**src/rtl/bandai_mapper_gen2.sv**
```systemverilog
// Cartridge mapper: address-keyed unlock, boot bitstream on SO, bank registers
// driving ROM/RAM upper address, GPIO with synchronised sampling, software relock.
module bandai_mapper_gen2 #(
  parameter int                 N_BANKS = 4,
  parameter int                 RADDR_W = 7,
  parameter int                 GPIO_W  = 4,
  parameter int                 SEQ_LEN = 18,
  parameter logic [SEQ_LEN-1:0] SEQ     = 18'h0A280,
  parameter logic [7:0]         KEY0    = 8'h5A,
  parameter logic [7:0]         KEY1    = 8'hA5
) (
  input  logic               CLK,
  input  logic               RST,
  input  logic               CEn,
  input  logic               SSn,
  input  logic               WEn,
  input  logic               OEn,
  input  logic [7:0]         ADDR,
  input  logic [7:0]         DQ_I,
  output logic [7:0]         DQ_O,
  output logic               DQ_OE,
  output logic               SO,
  output logic               SO_OE,
  input  logic [GPIO_W-1:0]  IO_I,
  output logic [GPIO_W-1:0]  IO_O,
  output logic [GPIO_W-1:0]  IO_OE,
  output logic               ROMCEn,
  output logic               RAMCEn,
  output logic [RADDR_W-1:0] RADDR,
  output logic               LOCKED
);

  typedef enum logic [1:0] {LOCK_A = 2'b00, LOCK_B = 2'b01, STREAM = 2'b10, OPEN = 2'b11} state_t;

  localparam logic [SEQ_LEN-1:0] SH_FILL = SEQ_LEN'(1) << (SEQ_LEN - 1);

  state_t                        state_q;
  logic [SEQ_LEN-1:0]            shreg_q;
  logic [4:0]                    cnt_q;
  logic [N_BANKS-1:0][7:0]       bank_q;
  logic [GPIO_W-1:0]             ioc_q, ios_q;
  logic [GPIO_W-1:0]             io_s1_q, io_s2_q;
  logic [2:0]                    we_sync_q;

  logic       is_open, commit, mapped, rce, ram_sel, rom_sel;
  logic [3:0] seg;
  logic [7:0] rd, bsel;

  assign is_open = (state_q == OPEN);
  // we_sync_q[2] is the previous synced level, so this is a synced WEn rising edge
  assign commit  = we_sync_q[1] & ~we_sync_q[2] & is_open & ~(SSn & CEn);

  always_ff @(posedge CLK or posedge RST) begin
    if (RST) begin
      state_q   <= LOCK_A;
      shreg_q   <= '1;
      cnt_q     <= '0;
      bank_q    <= '1;
      ioc_q     <= '0;
      ios_q     <= '0;
      io_s1_q   <= '0;
      io_s2_q   <= '0;
      we_sync_q <= '1;
    end else begin
      we_sync_q <= {we_sync_q[1:0], WEn};
      io_s1_q   <= IO_I;
      io_s2_q   <= io_s1_q;
      case (state_q)
        LOCK_A: if (ADDR == KEY0) state_q <= LOCK_B;
        LOCK_B: begin
          if (ADDR == KEY1) begin
            state_q <= STREAM;
            shreg_q <= SEQ;
            cnt_q   <= '0;
          end else if (ADDR != KEY0) begin
            state_q <= LOCK_A;
          end
        end
        STREAM: begin
          shreg_q <= (shreg_q >> 1) | SH_FILL;
          cnt_q   <= cnt_q + 5'd1;
          if (cnt_q == 5'(SEQ_LEN - 1)) state_q <= OPEN;
        end
        default: ;
      endcase
      if (commit) begin
        for (int i = 0; i < N_BANKS; i++)
          if (ADDR == 8'(32'hC0 + i)) bank_q[i] <= DQ_I;
        if (ADDR == 8'hCC) ioc_q <= DQ_I[GPIO_W-1:0];
        if (ADDR == 8'hCD) ios_q <= DQ_I[GPIO_W-1:0];
        if (ADDR == 8'hCE && DQ_I == 8'hA5) begin
          state_q <= LOCK_A;
          bank_q  <= '1;
          ioc_q   <= '0;
          ios_q   <= '0;
        end
      end
    end
  end

  always_comb begin
    rd     = '0;
    mapped = 1'b0;
    for (int i = 0; i < N_BANKS; i++)
      if (ADDR == 8'(32'hC0 + i)) begin
        rd     = bank_q[i];
        mapped = 1'b1;
      end
    case (ADDR)
      8'hCC: begin rd[GPIO_W-1:0] = ioc_q; mapped = 1'b1; end
      8'hCD: begin rd[GPIO_W-1:0] = (ioc_q & ios_q) | (~ioc_q & io_s2_q); mapped = 1'b1; end
      8'hCF: begin rd = {6'b0, state_q}; mapped = 1'b1; end
      default: ;
    endcase
  end

  assign DQ_OE = is_open & ~(SSn & CEn) & ~OEn & WEn & mapped;
  assign DQ_O  = DQ_OE ? rd : 8'h00;

  assign seg     = ADDR[7:4];
  assign rce     = is_open & SSn & ~CEn;
  assign ram_sel = rce & (seg == 4'd1);
  assign rom_sel = rce & (seg > 4'd1);
  assign RAMCEn  = ~ram_sel;
  assign ROMCEn  = ~rom_sel;

  always_comb begin
    bsel = bank_q[0];
    for (int i = 0; i < N_BANKS; i++)
      if (seg == 4'(i)) bsel = bank_q[i];
    RADDR = '0;
    if (ram_sel | rom_sel) begin
      // segments without their own bank borrow bank 0's low bits above the segment number
      if (32'(seg) >= N_BANKS) RADDR = {bank_q[0][RADDR_W-5:0], seg};
      else                     RADDR = bsel[RADDR_W-1:0];
    end
  end

  assign SO     = (state_q == STREAM) ? shreg_q[0] : 1'b1;
  assign SO_OE  = ~RST;
  assign LOCKED = ~is_open;
  assign IO_OE  = ioc_q;
  assign IO_O   = ios_q;

endmodule

```
**config.mk**
```make
export PLATFORM = sky130hd
export DESIGN_NAME = bandai_mapper_gen2
export DESIGN_NICKNAME = d
export VERILOG_FILES = /design/src/rtl/bandai_mapper_gen2.sv
export SDC_FILE = /design/constraint.sdc
export NUM_CORES = 1
export LEC_CHECK = 0
export ABC_AREA = 1
export CORE_MARGIN = 1
export CORE_UTILIZATION = 45
export CTS_CLUSTER_DIAMETER = 120
export DETAILED_ROUTE_END_ITERATION = 8
export PLACE_DENSITY = 0.67
export SLEW_MARGIN = 20
export SYNTH_ARGS = -nofsm -noshare
export SYNTH_HDL_FRONTEND = slang
export SYNTH_SLANG_ARGS = --single-unit
export TNS_END_PERCENT = 30
```
**constraint.sdc**
```tcl
create_clock -name CLK -period 2.98 [get_ports CLK]
set_input_delay 0.298 -clock CLK [delete_from_list [all_inputs] [get_ports CLK]]
set_output_delay 0.298 -clock CLK [all_outputs]
set_load 0.01 [all_outputs]
```
## Yosys cells after proc, flatten, opt, wreduce, memory -nomap -nowiden

Cells that the tools add are included.

| word-level totals | value |
|---|---|
| flip-flop bits (word level) | 76 |
| input port bits | 26 |
| output and inout bits | 29 |
| word-level logic and storage cells | 115 |

| cells by class | value |
|---|---|
| $add $sub $neg | 1 |
| $lt $le $gt $ge | 2 |
| equality and inequality tests | 20 |
| muxes and demuxes | 38 |
| bitwise gates (word level) | 25 |
| reductions and logical operators | 17 |

Operators by type and width:

| kind | number |
|---|---|
| equality test 8 bit (second input constant) | 10 |
| two-way mux 8 bit | 9 |
| case mux 18 bit (2 select lines) | 1 |
| two-way mux 7 bit | 5 |
| two-way mux 32 bit | 1 |
| two-way mux 4 bit | 5 |
| two-way mux 18 bit | 1 |
| AND reduction 2 bit | 7 |
| nonzero test 2 bit | 7 |
| bitwise AND 1 bit | 12 |
| two-way mux 2 bit | 6 |
| case mux 4 bit (3 select lines) | 1 |
| case mux 5 bit (2 select lines) | 1 |
| bitwise AND 4 bit | 2 |
| equality test 4 x 2 -> 1 bit (second input constant) | 2 |
| equality test 8 x 7 -> 1 bit (second input constant) | 1 |
| != test 8 x 7 -> 1 bit (second input constant) | 1 |
| inverter 1 bit | 8 |
| two-way mux 1 bit | 6 |
| case mux 2 bit (3 select lines) | 1 |
| adder 5 x 1 -> 5 bit (second input constant) | 1 |
| equality test 5 bit (second input constant) | 1 |
| two-way mux 5 bit | 1 |
| equality test 2 bit (second input constant) | 2 |
| 11 further kinds | 11 |

## Logic depth before layout (Yosys ltp)

| depth | value |
|---|---|
| depth in word-level cells | 8 |
| depth in mapped cells | 9 |

## Least setup slack after synthesis

Ideal clock, no wire load.

| timing | value |
|---|---|
| path type | input port to output port |
| start | in RST |
| end | out SO_OE |
| data arrival time | 1.860 ns |
| required time | 2.682 ns |
| path slack | 0.822 ns |
| stages | 1 |
| path buffers | 0 |
| cells stage by stage | inv_1 |

| on the way | value |
|---|---|
| cells in the longest elaborated chain, start to end | 1 |

RTL lines:

| item | line | RTL |
|---|---|---|
| from (decl) | 13 | `input logic RST,` |
| inverter 1 bit | 140 | `assign SO_OE = ~RST;` |
| to (decl) | 23 | `output logic SO_OE,` |

No other way between the ends.

## Final worst setup path

| timing | value |
|---|---|
| start | in ADDR[4] |
| end | out DQ_O[6] |

| on the way | value |
|---|---|
| cells in the longest elaborated chain, start to end | 8 |
| elaborated cells between the ends (all ways) | 20 |
| classes of those cells | eq/ne (7); mux (11); bitwise (1); reduce/logical (1) |

RTL lines:

| item | line | RTL |
|---|---|---|
| from (decl) | 18 | `input logic [7:0] ADDR,` |
| equality test 8 bit | 105 | `if (ADDR == 8'(32'hC0 + i)) begin` |
| two-way mux 1 bit (4 in a row) | 105 |  |
| two-way mux 1 bit | 109 | `case (ADDR)` |
| bitwise AND 1 bit | 117 | `assign DQ_OE = is_open & ~(SSn & CEn) & ~OEn & WEn & mapped;` |
| two-way mux 8 bit (*) | 118 | `assign DQ_O = DQ_OE ? rd : 8'h00;` |
| to (decl) | 20 | `output logic [7:0] DQ_O,` |

Mark *: on every way between the ends. The rest lies on a longest branch, timed or not.

==> results.py <==
metrics = {
    "status": {
        "status": "complete, but fails checks",
        "violations": "design-rule violations",
    },
    "sta": {
        "finalSetupViolCount": 0,
        "worstMarginPinSlew_ns": 0.5577,
        "fmax_mhz": 346.8,
        "slew_headroom_pct": 62.82,
        "skew_ns": 0.02107,
        "hold_viol": 0,
        "layout_min_cycle_time_ns": 2.884,
        "maxSlewViolCount": 0,
        "period_share_pct": 96.77,
    },
    "synthesis": {
        "synth_top_area_share_pct": 33.32,
        "synth_adder_area_share_pct": 0.5988,
        "yosysTopAreaCell": "dfstp_2",
        "synth_edf_count": 0,
        "synth_common_cells": "158 x nand2_1, 80 x nand3_1, 68 x inv_1, 53 x dfstp_2, 42 x nor2_1",
        "yosysMostFrequentCell": "nand2_1",
        "synthSimpleGateAreaFrac_pct": 35.09,
        "synth_top_family_by_area": "simple AND/OR/NAND/NOR gates",
        "synth_area_leaders": "dfstp_2 33%, nand2_1 14%, dfrtp_1 14%",
        "avgSynthCellArea_um2": 7.640,
        "synth_area_mm2": 0.004179,
        "synthMuxAreaShare_pct": 0,
        "synth_compound_area_share_pct": 9.132,
        "syn_inst": 547,
        "synth_seq_area_share_pct": 47.10,
        "synth_cell_types": 28,
        "ys_async_sr_fraction_pct": 100.0,
        "ys_seq_elements": 76,
        "yosysWarnings": 0,
        "syn_nets": 575,
        "synthXorXnorAreaFrac_pct": 0,
        "yosys_most_used_dff": "dfstp_2",
    },
    "setup_path": {
        "r2r_start": "state_q[0]",
        "crit_path_start_kind": "primary input",
        "cp.arrival_ns": 2.59,
        "worstRegToRegCells": 8,
        "crit_required_ns": 2.68,
        "crit_fanout": 7,
        "cp-startpoint": "ADDR[4]",
        "cp-end-kind": "output pin",
        "r2r_end": "IO_O[0]",
        "r2r_slack_ns": 0.94,
        "crit_type": "in -> out",
    },
    "final_layout": {
        "final_nets": 652,
        "fill_cells": 861,
        "antenna_cells": 0,
        "area_delta_synth_final_pct": 23.05,
        "multi_input_area_mm2": 0.001886,
        "drive_above_1_share_pct": 18.76,
        "seqCellArea_mm2": 0.001968,
        "stdcell_count": 737,
    },
    "detailed_routing": {
        "wire_per_inst_um": 15.93,
        "drt_wl_total_um": 11740,
        "vias": 4002,
        "drc": 5,
        "drtIter0Drc": 342,
        "vias_per_cell": 5.430,
        "drt_pass1_iterations": 9,
        "ant_nets": 0,
    },
    "grt": {
        "grt_pass1_vias": 3667,
        "antenna_found_initial": 0,
        "grt_pass1_wl_um": 18720,
        "grt_overflow": 0,
        "grt_max_degree": 45,
        "grt_usage_pct": 24.80,
    },
    "cts": {
        "clk_latency_ns": 0.35,
        "cts.clk_slew.worst_paths_ns": 0.08,
        "cts_made_buffers": 9,
        "cts_sinks": 76,
        "cts-hold-fix-buffers": 0,
        "root_buffer": "clkbuf_8",
        "clockBufferDepth": 2,
        "htree_levels": 3,
        "cts_tree": "yes",
    },
    "placement": {
        "io_buffers": 54,
        "finalWeightedCongestion": 0.9541,
        "dp_hpwl_um": 9012,
        "place_inst": 719,
    },
    "min_path": {
        "hold_path_class": "reg -> reg",
        "min_from": "io_s1_q[2]",
        "holdPathEnd": "io_s2_q[2]",
        "hold_depth": 0,
    },
    "floorplan": {
        "start_util_pct": 47.23,
        "ios": 55,
        "core_mm2": 0.008848,
        "die_y_um": 98.37,
        "num_rows": 34,
        "die_width_um": 98.37,
        "die-area_mm2": 0.009676,
    },
    "power_and_ir_drop": {
        "finalPower_w": 0.002722,
        "pwr_density_cell_mw_per_mm2": 529.3,
        "vdd_drop_max_mv": 0.4464,
        "p_leak_nw": 2.380,
    },
    "run": {
        "cap_viol_max_count": 0,
    },
}
==> sequential cells by signal, indices dropped and copies added (netlist names) <==
| name | flops |
|---|---|
| IO_O | 4 |
| we_sync_q | 3 |
| shreg_q | 18 |
| IO_OE | 4 |
| io_s1_q | 4 |
| state_q | 2 |
| cnt_q | 5 |
| bank_q | 32 |
| io_s2_q | 4 |
==> stage by stage <==
step                utilization [%]  hold slack, ns  instance area (µm²)  setup TNS, ns  setup WS [ns]
finish                        58.12          0.3530                 5142              0        0.09638
global route                  58.12          0.3618                 5142      -0.002359      -0.002359
CTS                           57.71          0.3565                 5106              0        0.02933
detailed placement            55.71          0.3364                 4930              0        0.03949
global placement              55.71          0.3329                 4930              0        0.05927
floorplan                         -          0.3025                 4179              0         0.7533
==> layout by cell type, fill, tap and decap left out <==
cell type          n
dlymetal6s2s_1     2
dfrtp_1           23
clkbuf_1           2
o21ai_1            1
ha_1               2
a21boi_4           1
nand2_2           10
inv_6              1
clkinv_4           1
clkinvlp_4         1
clkdlybuf4s50_1   52
nand3_4            2
inv_4              1
a21oi_1           19
nor3_1             5
buf_4             22
o22ai_1           14
nand3b_1           1
nor2_4             3
nor2_2             4
dfstp_2           53
inv_2              1
o211ai_1           3
inv_1             67
clkbuf_8          10
o21ai_0           29
buf_6              1
a22oi_1            1
nand2_1          157
nand3_1           80
nand2_4            3
nand4_1           13
nor2_1            40
nor3_4             1
or2_2              3
==> layout make-up <==
cell class,count,area share [%]
inverter,68,4.964
clock buffer,12,2.822
timing repair buffer,77,14.04
multi-input combinational,392,36.67
clock inverter,4,0.6083
tap,108,2.628
sequential,76,38.27
==> cell families (layout without fill, tap and decap cells) <==
family          Yosys count  in the layout
compound gates           68             68
fa+ha+maj                 2              2
flops                    76             76
simple gates            322            322
buf+inv                  79            161
==> critical path, stage by stage <==
cell             delay [ns]
clkdlybuf4s50_1        0.52
inv_1                  0.18
nand4_1                0.20
nor2_1                 0.22
nand2_2                0.17
a21boi_4               0.26
nand2_1                0.10
nor2_1                 0.11
clkdlybuf4s50_1        0.54
==> worst max-delay path by stage <==
stage	cells past startpoint	end
after floorplan	1	IO_OE[0]
after global placement	9	RADDR[0]
after detailed placement	9	RADDR[0]
after CTS	9	RADDR[0]
after global routing	9	DQ_O[0]
final	9	DQ_O[6]
==> report_power, final <==
part | total (W) | switching (W) | internal, W
registers | 0.00137 | 0.0000780 | 0.00130
clock network | 0.000716 | 0.000385 | 0.000331
logic | 0.000633 | 0.000397 | 0.000236
total | 0.00272 | 0.000860 | 0.00186
==> repair_timing <==
action	in CTS	in global routing
buffers inserted	0	2
endpoints found under the setup margin	0	13
hold endpoints to repair	0	0
gates resized for setup	0	7
==> routing by layer <==
| layer | GRT usage, % | up-vias | wire length (µm) |
|---|---|---|---|
| met5 | 0 | - | 0 |
| met4 | 6.544 | 0 | 180 |
| met3 | 4.510 | 23 | 788 |
| met2 | 39.00 | 152 | 5376 |
| met1 | 35.35 | 1889 | 5392 |
| li1 | - | 1938 | - |
No activity file was read; power rests on OpenSTA's default activity.
==> RTL edit 1 (same settings) <==
Register the input `ADDR` before use, without a reset. The logic sees it one clock later. The other inputs are not delayed to match.
--- a/src/rtl/bandai_mapper_gen2.sv
+++ b/src/rtl/bandai_mapper_gen2.sv
@@ -35,4 +35,10 @@
   localparam logic [SEQ_LEN-1:0] SH_FILL = SEQ_LEN'(1) << (SEQ_LEN - 1);
 
+  logic [7:0] ADDR_q;
+
+  always_ff @(posedge CLK) begin
+    ADDR_q <= ADDR;
+  end
+
   state_t                        state_q;
   logic [SEQ_LEN-1:0]            shreg_q;
@@ -67,11 +73,11 @@
       io_s2_q   <= io_s1_q;
       case (state_q)
-        LOCK_A: if (ADDR == KEY0) state_q <= LOCK_B;
+        LOCK_A: if (ADDR_q == KEY0) state_q <= LOCK_B;
         LOCK_B: begin
-          if (ADDR == KEY1) begin
+          if (ADDR_q == KEY1) begin
             state_q <= STREAM;
             shreg_q <= SEQ;
             cnt_q   <= '0;
-          end else if (ADDR != KEY0) begin
+          end else if (ADDR_q != KEY0) begin
             state_q <= LOCK_A;
           end
@@ -86,8 +92,8 @@
       if (commit) begin
         for (int i = 0; i < N_BANKS; i++)
-          if (ADDR == 8'(32'hC0 + i)) bank_q[i] <= DQ_I;
-        if (ADDR == 8'hCC) ioc_q <= DQ_I[GPIO_W-1:0];
-        if (ADDR == 8'hCD) ios_q <= DQ_I[GPIO_W-1:0];
-        if (ADDR == 8'hCE && DQ_I == 8'hA5) begin
+          if (ADDR_q == 8'(32'hC0 + i)) bank_q[i] <= DQ_I;
+        if (ADDR_q == 8'hCC) ioc_q <= DQ_I[GPIO_W-1:0];
+        if (ADDR_q == 8'hCD) ios_q <= DQ_I[GPIO_W-1:0];
+        if (ADDR_q == 8'hCE && DQ_I == 8'hA5) begin
           state_q <= LOCK_A;
           bank_q  <= '1;
@@ -103,9 +109,9 @@
     mapped = 1'b0;
     for (int i = 0; i < N_BANKS; i++)
-      if (ADDR == 8'(32'hC0 + i)) begin
+      if (ADDR_q == 8'(32'hC0 + i)) begin
         rd     = bank_q[i];
         mapped = 1'b1;
       end
-    case (ADDR)
+    case (ADDR_q)
       8'hCC: begin rd[GPIO_W-1:0] = ioc_q; mapped = 1'b1; end
       8'hCD: begin rd[GPIO_W-1:0] = (ioc_q & ios_q) | (~ioc_q & io_s2_q); mapped = 1'b1; end
@@ -118,5 +124,5 @@
   assign DQ_O  = DQ_OE ? rd : 8'h00;
 
-  assign seg     = ADDR[7:4];
+  assign seg     = ADDR_q[7:4];
   assign rce     = is_open & SSn & ~CEn;
   assign ram_sel = rce & (seg == 4'd1);
Function: changed (a bounded check fails within 4 cycles, from zero or initial values and one cycle with RST high).
==> RTL edit 1 against the original RTL <==
Wire length decreased by 5.3%. Via count down 1.0%. Worst setup slack improved by 35 ps. Design area is 1.9% higher. Area after synthesis grew 4.3%. Sequential cell count increased by 8. Highest routed layer unchanged. Critical path type is now flip-flop to output pin. Non-clock buffer count shrank 14. Clock skew decreased by 12 ps.
Power is not compared: it rests on default switching activity, and its combinational part moved more than twofold at a synthesized area within 25%.
==> RTL edit 1: results (changes against the original RTL) <==
status=complete, no violations; CP Launch Type=flip-flop; drt total wl=11.12 mm (-5.3%); Yosys cell types=31 (+11%); Tot GR Track Use=0.2336 (-0.01437); post-synth net total=570 (-0.87%); Post-synth top cells=136 x nand2_1, 84 x nand3_1, 66 x inv_1, 53 x dfstp_2, 34 x nor2_1; Largest regs=bank_q (32), shreg_q (18), ADDR_q (8); Post-Synth Adder-Cell Area=0.005744 (-0.0002442); Crit path max-delay family=simple AND/OR/NAND/NOR gates; setup slack, reg-to-reg=960 ps (+20 ps); Worst R2R Start=ADDR_q[6]; Nets=633 (-2.9%); worst-margin pin slew=932.7 ps (+375.0 ps); Pre-antenna DRT Iters=5 (-4); pre-CTS WS=387.3 ps (+347.8 ps); post-DP HPWL=8.061 mm (-11%); post-synth top area share=0.3196 (-0.01359); register area share after synthesis=0.4885 (+0.01755); top post-synthesis cells by area=dfstp_2 32%, dfrtp_1 13%, nand2_1 12%; inverters=69 (+1.5%); comb_multi_in=378 (-3.6%); vias post-DR=3,960 (-1.0%); crit path max fanout=10 (+3); Routability Congestion=0.8750 (-8.3%); first-pass GRT wire length=18.14 mm (-3.1%); clk tree area frac=0.03461 (+0.0002997); vias in the first global route=3,652 (-0.41%); clk_skew=9.130 ps (-11.94 ps); pin count of the biggest net entering global routing=77 (+71%); layout cells sized above 1=0.1852 (-0.002353); DR iter-0 viols=211 (-38%); Synth Area in Compound Gates=0.09822 (+0.006902)
==> RTL edit 1: cells by family (layout without fill, tap and decap cells) <==
kind of cell / Yosys count / count (layout)
flops: 84 / 84
buf+inv: 80 / 148
compound gates: 74 / 74
simple gates: 302 / 302
fa+ha+maj: 2 / 2
==> RTL edit 1: through the flow <==
stage                     hold slack, ps  instances  total power, mW    util
final                              356.5        739            2.068  0.5620
after global routing               363.2        739            2.160  0.5620
after global placement             333.7        722            1.326  0.5399
after floorplan                    302.5        542            1.258       -
after detailed placement           337.8        722            1.329  0.5399
after CTS                          360.6        738            2.090  0.5594
==> RTL edit 1: repair_timing <==
| action | 4_1_cts | 5_1_grt |
|---|---|---|
| setup buffers | 0 | 1 |
| endpoints found under the hold margin | 0 | 0 |
| setup endpoints to repair | 0 | 11 |
| resized for setup | 0 | 6 |
==> RTL edit 1: how the worst min path moves through the flow <==
stage	to	depth (start not counted)	slack, ps
after floorplan	we_sync_q[0]	0	300
after global placement	io_s2_q[1]	0	330
after detailed placement	io_s2_q[3]	0	340
after CTS	io_s2_q[0]	0	360
after global routing	io_s1_q[3]	1	360
final	io_s2_q[2]	0	360
==> RTL edit 1: power breakdown <==
part           internal [mW]  switching [mW]  leakage [nW]
clock network          0.313           0.442        0.0843
registers               1.16          0.0124         0.917
logic                 0.0514          0.0884          1.27
==> RTL edit 1: metal layers <==
layer / GRT usage / vias to the layer above / part of all wire
met2: 0.3751 / 130 / 0.47
li1: - / 1920 / -
met1: 0.3197 / 1888 / 0.46
met4: 0.07804 / 0 / 0.020
met3: 0.04178 / 22 / 0.045
met5: 0 / - / 0
==> RTL edit 2 (same settings) <==
Without the edit above. Set the parameter `GPIO_W` to 6 (it was 4).
--- a/src/rtl/bandai_mapper_gen2.sv
+++ b/src/rtl/bandai_mapper_gen2.sv
@@ -4,5 +4,5 @@
   parameter int                 N_BANKS = 4,
   parameter int                 RADDR_W = 7,
-  parameter int                 GPIO_W  = 4,
+  parameter int                 GPIO_W  = 6,
   parameter int                 SEQ_LEN = 18,
   parameter logic [SEQ_LEN-1:0] SEQ     = 18'h0A280,
Ports: changed (resized IO_I, IO_O and IO_OE); port bits go from 55 to 61. The function was not compared with the original's and may differ.
==> RTL edit 2 against the original RTL <==
Worst setup slack better by 93 ps. Design area is 8.4% higher. Area after synthesis is 10% higher. Total power is 8.9% higher. Largest cell class unchanged. Critical path type unchanged. Wire length is 16% higher. Sequential cell count is 8 higher. Via count is 8.3% higher.
==> RTL edit 2: results (changes against the original RTL) <==
sequential share of cell area=0.3891 (+0.006325); Multi-input gate area=2082 um2 (+10%); inverters=58 (-15%); top post-synthesis cells by area=dfstp_2 30%, dfrtp_1 17%, nand2_1 14%; Detail Route met3 WL=1.085 mm (+38%); Synth Area in Compound Gates=0.07156 (-0.01975); status=complete, no violations; Syn Inst Count=594 (+8.6%); Post-synth top cells=174 x nand2_1, 102 x nand3_1, 53 x dfstp_2, 52 x inv_1, 44 x nor2_1; worst-margin pin slew=589.6 ps (+31.95 ps); Avg Vias per Cell=5.418 (-0.23%); register area share after synthesis=0.4716 (+0.0006065); clk_skew=12.54 ps (-8.534 ps); wl on met1=5.628 mm (+4.4%); Worst EP arrival=2490 ps (-100 ps); clkbuf count=10 (-2); wire length per cell=17.09 um (+7.3%); sw frac=0.3309 (+0.01511); met3 Use GR=0.06169 (+0.01660); Largest regs=bank_q (32), shreg_q (18); pin count of the biggest net entering global routing=85 (+89%); DR iter-0 viols=304 (-11%); first-pass GRT wire length=21.59 mm (+15%); hold_sp=io_s1_q[0]; combinational gate power=620 uW (-2%); Pre-antenna DRT Iters=5 (-4); Data buffer area share=0.1308 (-0.009584); P per Cell Area=531.6 nW/um2 (+0.44%); met2 WL=6.462 mm (+20%); leak pwr=2.515 nW (+5.7%); crit path max fanout=8 (+1); vias in the first global route=4,182 (+14%)
[RTL edit 2: worst max path at each step]
stage / startpoint / to / slack [ps] / depth (start not counted)
finish: ADDR[5] / RADDR[4] / 190 / 9
global route: ADDR[6] / DQ_O[6] / 50 / 9
CTS: state_q[1] / RADDR[4] / 190 / 9
detailed placement: ADDR[7] / DQ_O[6] / 220 / 9
global placement: ADDR[7] / DQ_O[6] / 230 / 9
floorplan: RST / IO_OE[0] / 530 / 1
[RTL edit 2: worst max-delay path: stages]
cell	delay, ps
clkdlybuf4s50_1	520
nor2_2	280
nand2_2	160
inv_2	150
nand2_1	80
nand2_1	170
nand2_1	90
a21oi_1	170
clkdlybuf4s50_1	560
[RTL edit 2: cells by family (layout without fill, tap and decap cells)]
family	count (synthesis)	count (layout)
and+or+nand+nor	368	368
DFF	84	84
buffers and inverters	76	149
AOI/OAI and AO/OA	64	64
adders and majority gates	2	2
